File: config.mk
export PLATFORM = sky130hd
export DESIGN_NAME = divider_share_arbiter
export DESIGN_NICKNAME = d
export VERILOG_FILES = /design/src/rtl/div_share_pkg.sv /design/src/rtl/divider_share_arbiter_rr_grant.sv /design/src/rtl/divider_share_arbiter.sv
export SDC_FILE = /design/constraint.sdc
export NUM_CORES = 1
export LEC_CHECK = 0
export BUFFER_PORTS_ARGS = -buffer_cell sky130_fd_sc_hd__clkbuf_2
export CAP_MARGIN = 10
export CORE_AREA = 2 2 157 159
export DETAILED_ROUTE_END_ITERATION = 10
export DIE_AREA = 0 0 159 161
export PLACE_DENSITY = 0.51
export SLEW_MARGIN = 20
export SYNTH_ARGS = -nofsm -noshare
export SYNTH_HDL_FRONTEND = slang
export SYNTH_SLANG_ARGS = --single-unit
File: constraint.sdc
create_clock -name clk -period 3.3 [get_ports clk]
set_input_delay 0.33 -clock clk [delete_from_list [all_inputs] [get_ports clk]]
set_output_delay 0.33 -clock clk [all_outputs]
set_load 0.01 [all_outputs]
File: src/rtl/div_share_pkg.sv
// div_share_pkg: shared types and constants for the divider share arbiter.
//   state_t  : arbiter FSM state (2-bit)
//   id_width : requester tag width for a given requester count (min 1)
//   QM/QN/ONE: Q12.20 format constants
package div_share_pkg;
   typedef enum logic [1:0] {IDLE = 2'd0, ISSUE = 2'd1, BUSY = 2'd2, RESP = 2'd3} state_t;
   localparam int QM = 12;
   localparam int QN = 20;
   localparam logic [31:0] ONE = 32'h0010_0000;
   function automatic int id_width(input int n);
      return (n > 1) ? $clog2(n) : 1;
   endfunction
endpackage

File: src/rtl/divider_share_arbiter_rr_grant.sv
// rr_grant: combinational round-robin priority encoder.
//   req       in  NUM_REQ   request vector
//   ptr       in  ID_WIDTH  highest-priority index this round
//   grant     out NUM_REQ   one-hot grant (all 0 when nothing requests)
//   winner    out ID_WIDTH  index of the granted requester
//   any_valid out 1         at least one request is present
module rr_grant #(
   parameter int NUM_REQ  = 4,
   parameter int ID_WIDTH = 2
) (
   input  logic [NUM_REQ-1:0]  req,
   input  logic [ID_WIDTH-1:0] ptr,
   output logic [NUM_REQ-1:0]  grant,
   output logic [ID_WIDTH-1:0] winner,
   output logic                any_valid
);
   // Scan from the farthest position back toward ptr so the nearest
   // requester at or after ptr is the last (winning) assignment.
   always_comb begin
      winner    = '0;
      any_valid = 1'b0;
      for (int k = NUM_REQ - 1; k >= 0; k--) begin
         if (req[(int'(ptr) + k) % NUM_REQ]) begin
            winner    = ID_WIDTH'((int'(ptr) + k) % NUM_REQ);
            any_valid = 1'b1;
         end
      end
      grant         = '0;
      grant[winner] = any_valid;
   end
endmodule

File: src/rtl/divider_share_arbiter.sv
// divider_share_arbiter: shares one iterative Q12.20 divider between NUM_REQ
// requesters, round-robin, one operation in flight.
//   clk, arst_n                   clock, asynchronous active-low reset
//   req_valid/req_ready           per-requester request handshake
//   req_num/req_den               packed operands, requester i at [i*DATA_WIDTH +: DATA_WIDTH]
//   rsp_valid/rsp_ready           response handshake
//   rsp_id/rsp_quotient/rsp_error response tag, quotient, error
//   div_in_valid/div_numerator/div_denominator  start pulse and operands to the divider
//   div_out_valid/div_quotient/div_error        completion from the divider
// Optional: define DIV_SHARE_TIMEOUT_EN to add a BUSY watchdog of TIMEOUT_CYCLES
// that returns rsp_error=1, rsp_quotient=0 when the divider never answers.
module divider_share_arbiter
   import div_share_pkg::*;
#(
   parameter int NUM_REQ        = 4,
   parameter int DATA_WIDTH     = 32,
   parameter int ID_WIDTH       = id_width(NUM_REQ),
   parameter int TIMEOUT_CYCLES = 128
) (
   input  logic                          clk,
   input  logic                          arst_n,
   input  logic [NUM_REQ-1:0]            req_valid,
   output logic [NUM_REQ-1:0]            req_ready,
   input  logic [NUM_REQ*DATA_WIDTH-1:0] req_num,
   input  logic [NUM_REQ*DATA_WIDTH-1:0] req_den,
   output logic                          rsp_valid,
   input  logic                          rsp_ready,
   output logic [ID_WIDTH-1:0]           rsp_id,
   output logic [DATA_WIDTH-1:0]         rsp_quotient,
   output logic                          rsp_error,
   output logic                          div_in_valid,
   output logic [DATA_WIDTH-1:0]         div_numerator,
   output logic [DATA_WIDTH-1:0]         div_denominator,
   input  logic                          div_out_valid,
   input  logic [DATA_WIDTH-1:0]         div_quotient,
   input  logic                          div_error
);
   state_t              state, state_nxt;
   logic [ID_WIDTH-1:0] ptr, id_q, winner;
   logic [NUM_REQ-1:0]  grant;
   logic                any_valid, take, done, tmo;

   rr_grant #(.NUM_REQ(NUM_REQ), .ID_WIDTH(ID_WIDTH)) u_rr (
      .req(req_valid), .ptr(ptr), .grant(grant), .winner(winner), .any_valid(any_valid)
   );

   assign req_ready = (state == IDLE) ? grant : '0;
   assign take      = (state == IDLE) && any_valid;
   assign done      = (state == BUSY) && (div_out_valid || tmo);

`ifdef DIV_SHARE_TIMEOUT_EN
   localparam int CW = $clog2(TIMEOUT_CYCLES + 1);
   logic [CW-1:0] tmo_cnt;
   // ISSUE always precedes BUSY, so clearing there is the clear-on-entry.
   always_ff @(posedge clk or negedge arst_n) begin
      if (!arst_n) tmo_cnt <= '0;
      else if (state == ISSUE) tmo_cnt <= '0;
      else if (state == BUSY) tmo_cnt <= tmo_cnt + 1'b1;
   end
   assign tmo = (state == BUSY) && (tmo_cnt == CW'(TIMEOUT_CYCLES - 1));
`else
   // Watchdog absent: BUSY waits for the divider indefinitely.
   assign tmo = (TIMEOUT_CYCLES < 0);
`endif

   always_ff @(posedge clk or negedge arst_n) begin
      if (!arst_n) state <= IDLE;
      else state <= state_nxt;
   end

   always_comb begin
      state_nxt = state;
      case (state)
         IDLE:    state_nxt = take ? ISSUE : IDLE;
         ISSUE:   state_nxt = BUSY;
         BUSY:    state_nxt = done ? RESP : BUSY;
         RESP:    state_nxt = rsp_ready ? IDLE : RESP;
         default: state_nxt = IDLE;
      endcase
   end

   always_ff @(posedge clk or negedge arst_n) begin
      if (!arst_n) begin
         ptr             <= '0;
         id_q            <= '0;
         div_in_valid    <= 1'b0;
         div_numerator   <= '0;
         div_denominator <= '0;
         rsp_valid       <= 1'b0;
         rsp_id          <= '0;
         rsp_quotient    <= '0;
         rsp_error       <= 1'b0;
      end else begin
         div_in_valid <= take;
         if (take) begin
            div_numerator   <= req_num[winner*DATA_WIDTH +: DATA_WIDTH];
            div_denominator <= req_den[winner*DATA_WIDTH +: DATA_WIDTH];
            id_q            <= winner;
            ptr             <= (winner == ID_WIDTH'(NUM_REQ - 1)) ? '0 : winner + 1'b1;
         end
         // A real completion wins over a watchdog expiry in the same cycle.
         if (done) begin
            rsp_quotient <= div_out_valid ? div_quotient : '0;
            rsp_error    <= div_out_valid ? div_error : 1'b1;
            rsp_id       <= id_q;
            rsp_valid    <= 1'b1;
         end
         if (state == RESP && rsp_ready) rsp_valid <= 1'b0;
      end
   end
endmodule

-- Yosys cells after proc, flatten, opt, wreduce, memory -nomap -nowiden
Index checks and enable logic that the tools add are counted.
- add/sub/neg operators: 4
- $lt $le $gt $ge: 6
- equality and inequality tests: 4
- shift operators: 2
- muxes and demuxes: 31
- bitwise gates (word level): 4
- reduce and logical (&&, ||, !) cells: 9
- operators by type and width (kind ; number):
    128-bit by 8-bit variable part select with 32-bit output ; 2
    32-bit two-way mux ; 1
    1-bit two-way mux ; 17
    3-bit by 4-bit < comparator with 1-bit output (second input constant) ; 3
    2-bit two-way mux ; 6
    1-bit binary-select mux with 2-bit select ; 4
    2-bit case mux with 4 select lines ; 1
    2-bit == test (second input constant) ; 3
    2-bit by 3-bit < comparator with 1-bit output (second input constant) ; 2
    2-bit OR reduction ; 3
    2-bit by 1-bit adder with 2-bit output (second input constant) ; 2
    2-bit adder (second input constant) ; 2
    4-bit AND ; 1
    1-bit logical AND ; 4
    4-bit two-way mux ; 1
    1-bit AND (first input constant) ; 3
    1-bit demux with 2-bit select ; 1
    2-bit by 1-bit == test with 1-bit output (second input constant) ; 1
    2-bit by 1-bit greater-or-equal comparator with 1-bit output (second input constant) ; 1
    2-bit logical NOT ; 1
    2-bit nonzero test ; 1
- register bits after elaboration: 107
- input port bits: 297
- output and inout port bits: 105
- word-level logic and storage cells: 70

-- Logic depth before layout (Yosys ltp)
- word-level depth: 16
- depth in mapped cells: 10
- mapped depth without buffers: 7

-- By module
A second synthesis with hierarchy kept.
- cell total of the unflattened synthesis: 495
- area total of the unflattened synthesis: 6028.3 um^2
- modules (own cells, without submodules) (module ; times used ; cells an instance ; area an instance (um^2) ; seq. area each (um^2)):
    divider_share_arbiter ; 1 ; 467 ; 5851.9 ; 2677.6
    rr_grant ; 1 ; 28 ; 176.4 ; 0.0

-- Worst setup path before layout
OpenSTA, ideal clock, no wires.
- kind: register to output
- from: register ptr[1]
- to: output req_ready[3]
- data arrival time: 1.615 ns
- required time: 2.970 ns
- path slack: 1.355 ns
- stages on the path, launching flop included: 10
- buffers on the path: 3
- path through: dfrtp_1 > buf_2 > mux2i_1 > o22a_1 > nand2_2 > buf_6 > buf_6 > inv_1 > ha_1 > and2_1
- word-level cells in the longest chain between the ends: 14
- elaborated cells between the ends (all ways): 29
- those cells by class: 3 x add/sub; 2 x order compare; 22 x mux; 1 x bitwise; 1 x reduce/logical
- RTL lines (element ; RTL line ; text):
    start: declaration ; divider_share_arbiter.sv:39 ; logic [ID_WIDTH-1:0] ptr, id_q, winner;
    start signal: assignment ; divider_share_arbiter.sv:99 ; ptr <= (winner == ID_WIDTH'(NUM_REQ - 1)) ? '0 : winner + 1'b1;
    2-bit adder ; divider_share_arbiter_rr_grant.sv:23, divider_share_arbiter_rr_grant.sv:24 ;
    1-bit binary-select mux with 2-bit select ; divider_share_arbiter_rr_grant.sv:23 ; if (req[(int'(ptr) + k) % NUM_REQ]) begin
    1-bit two-way mux (not written as such) (2 in series) ; divider_share_arbiter_rr_grant.sv:23 ;
    2-bit two-way mux (4 in series) ; divider_share_arbiter_rr_grant.sv:23 ;
    2-bit by 3-bit < comparator with 1-bit output (not written as such) or 2-bit by 1-bit greater-or-equal comparator with 1-bit output (tied branches) ; divider_share_arbiter_rr_grant.sv:29 ; grant[winner] = any_valid;
    1-bit logical AND (not written as such) ; divider_share_arbiter_rr_grant.sv:29 ;
    1-bit two-way mux (not written as such) ; divider_share_arbiter_rr_grant.sv:29 ;
    1-bit demux with 2-bit select ; -- ;
    4-bit AND (no source line) * ; -- ;
    4-bit two-way mux * ; divider_share_arbiter.sv:47 ; assign req_ready = (state == IDLE) ? grant : '0;
    end: declaration ; divider_share_arbiter.sv:23 ; output logic [NUM_REQ-1:0] req_ready,
Mark *: on every way between the ends. The rest lies on a longest branch, timed or not. The select of a mux whose other input is x is not followed.

-- Worst setup path in the final report
Ends and elaborated chain as after synthesis.

==> flow_summary.toml <==
[power]
sw_frac_of_total = 0.394
seq_power_share = 0.331
power_switching_w = 0.00274
cellPowerDensity_nw_per_um2 = 803
finalPower_w = 0.00696
p_clk_frac = 0.171
p_comb_frac = 0.498
cellLeakagePower_nw = 4.37
power.internal_w = 0.00422
ir_drop_v = 0.000303

[placement]
numPortBuffers = 401
dp_hpwl_um = 17200
placedCellCount = 1246
gp_congestion = 0.816

[grt]
grt_pass1_wl_um = 36400
grt_pass1_vias = 6263
track_usage = 0.181
antenna_found_initial = 0
grt_start_max_net_pins = 65
grt_overflow = 0

[sta]
skew_ps = 13.5
setup_viol = 0
clock.fmax_ghz = 0.386
final_hold_viol_count = 0
period_minus_slack_ps = 2590
hold_ws_ps = 58.4
worst_slew_pin_slew_ps = 866
fin_crit_sh = 0.786
rsz0062_at_grt = "false"
slew_headroom = 0.421
tns_ps = 0
slew_violations = 0

[worst_setup_path]
crit_fanout = 7
rr_worst_depth = 6
critPathKind = "reg -> out"
end_kind = "primary output"
setup.worst_path.start_class = "register"
cp.required_ps = 2970
arrival_ps = 2260

[route]
detail-route-antenna-nets = 0
routed_wirelength_um = 23700
via_per_inst = 4.88
firstDrtPassIters = 6
drt_iter0_markers = 284
wl_per_cell_um = 18.8
drc = 0
vias = 6163

[clocking]
cts-resized-gates = 0
cts_num_sinks = 107
clockRootBuffer = "clkbuf_16"
clk_pin_slew_ps = 80
clk_latency_ps = 360
cts_tree = "yes"
post_cts_buffers = 0
htreeDepth = 3
postCtsHoldBufs = 0
cts_buffers = 9
cts.path.max_buffers = 2

[synth]
syn_area_um2 = 6010
synth_cells = 566
syn-num-nets = 864
ys_ff_latch = 107
synth_cell_types = 34
yosysSeqAreaShare = 0.445
syn_avg_cell_area_um2 = 10.6
yosys_warnings = 0

[cells_and_area]
seq_area_um2 = 2680
multi_input_area_um2 = 3100
num_antenna_cells = 0
nFillCells = 2508
drive_above_1_share = 0.574
nets = 1232
areaGrowthSynthToFinish_pct = 44.3
stdcell_count = 1263
final_util = 0.362

[floorplanning]
rows = 57
dieHeight_um = 161
die-area_um2 = 25600
ios = 402
start_util = 0.251
core_um2 = 24000
die_x_um = 159

[flow_run]
maxCapViolCount = 0

[min_path]
hold_path_class = "in -> async"

[run_status]
outcome = "completed"
## cell families after synthesis
kind of cell,Yosys count,share of synthesized area
AOI/OAI and AO/OA,204,0.226
adders and majority gates,1,0.00208
buffers and inverters,64,0.0481
DFF,107,0.445
muxes,100,0.204
and+or+nand+nor,90,0.0751
## cells in the mapped netlist
library cell	count	share of area
a21boi_1	1	0.0012
a21o_1	1	0.0012
a21oi_1	67	0.056
a221o_1	64	0.11
a311oi_1	1	0.0015
and2_1	1	0.0010
and3_1	1	0.0010
buf_1	1	0.00062
buf_2	12	0.010
buf_4	1	0.0012
buf_6	4	0.0075
clkbuf_1	42	0.026
dfrtp_1	107	0.45
ha_1	1	0.0021
inv_1	4	0.0025
mux2_2	72	0.13
mux2_4	27	0.067
mux2i_1	1	0.0017
nand2_1	8	0.0050
nand2_2	1	0.0010
nand2b_1	2	0.0021
nand3_1	64	0.053
nand3b_1	2	0.0025
nor2_1	5	0.0031
nor2b_1	1	0.0010
nor3_1	2	0.0017
nor3b_1	1	0.0012
nor4_1	1	0.0010
o211ai_1	1	0.0012
o21ai_0	66	0.055
o21ai_1	1	0.00083
o22a_1	1	0.0015
o22ai_1	1	0.0010
or2_1	1	0.0010
## state kept, by name, summed over array words and instances, names as in the netlist
| register | count |
|---|---|
| ptr | 2 |
| div_denominator | 32 |
| state | 2 |
| rsp_error | 1 |
| rsp_quotient | 32 |
| rsp_valid | 1 |
| rsp_id | 2 |
| div_numerator | 32 |
| id_q | 2 |
| div_in_valid | 1 |
## cell usage in the layout, fill, tap and decap left out, types with 2 or more instances in the layout
cell type    n
nor2_1       4
inv_8        2
buf_4       14
clkbuf_2   400
mux2_2      72
nor3_1       2
dfrtp_1    107
nand3_1     64
a221o_1     64
inv_1        4
clkbuf_16    9
nand3b_1     2
buf_12       2
nand2_1      8
mux2_4      27
a21oi_1     67
o21ai_0     66
inv_6        2
## routing by layer
layer	track usage	part of all wire	vias to the layer above
met1	0.235	0.43	2944
li1	-	-	2894
met5	0	0	-
met3	0.0398	0.063	29
met2	0.304	0.49	296
met4	0.0504	0.019	0
## power groups by stage
stage	combinational (W)	clock (W)	sequential, W
CTS	0.00351	0.00124	0.00231
detailed placement	0.00352	0	0.00231
global route	0.00377	0.00130	0.00239
finish	0.00347	0.00119	0.00231
floorplan	0.00190	0	0.00255
global placement	0.00347	0	0.00232
## worst paths after layout
| check | startpoint | end | slack, ps |
|---|---|---|---|
| max | ptr[1] | req_ready[3] | 710 |
| max reg2reg | ptr[1] | div_numerator[29] | 920 |
| min in group clk | div_quotient[22] | rsp_quotient[22] | 200 |
| max in group asynchronous | arst_n | rsp_quotient[0] | 2420 |
| min reg2reg | id_q[1] | id_q[1] | 480 |
| min | arst_n | rsp_quotient[23] | 60 |
## critical path: stages, from the launching register on
cell and delay (ps):
dfrtp_1 470, nand2_1 90, a311oi_1 550, or2_1 290
inv_1 90, ha_1 170, and2_1 130, clkbuf_2 130
## metrics by stage
stage | worst slack [ps] | cell area, um2
final | 707 | 8680
after global routing | 564 | 8680
after CTS | 689 | 8660
after detailed placement | 938 | 8340
after global placement | 936 | 8340
after floorplan | 1350 | 6010
## final cells by class
type / count / share of cell area
clock buffer: 10 / 0.0275
inverter: 4 / 0.00173
tap: 324 / 0.0467
timing repair buffer: 417 / 0.249
multi-input combinational: 395 / 0.357
sequential: 107 / 0.309
clock inverter: 6 / 0.00908
Power figures use the tool's default switching activity.
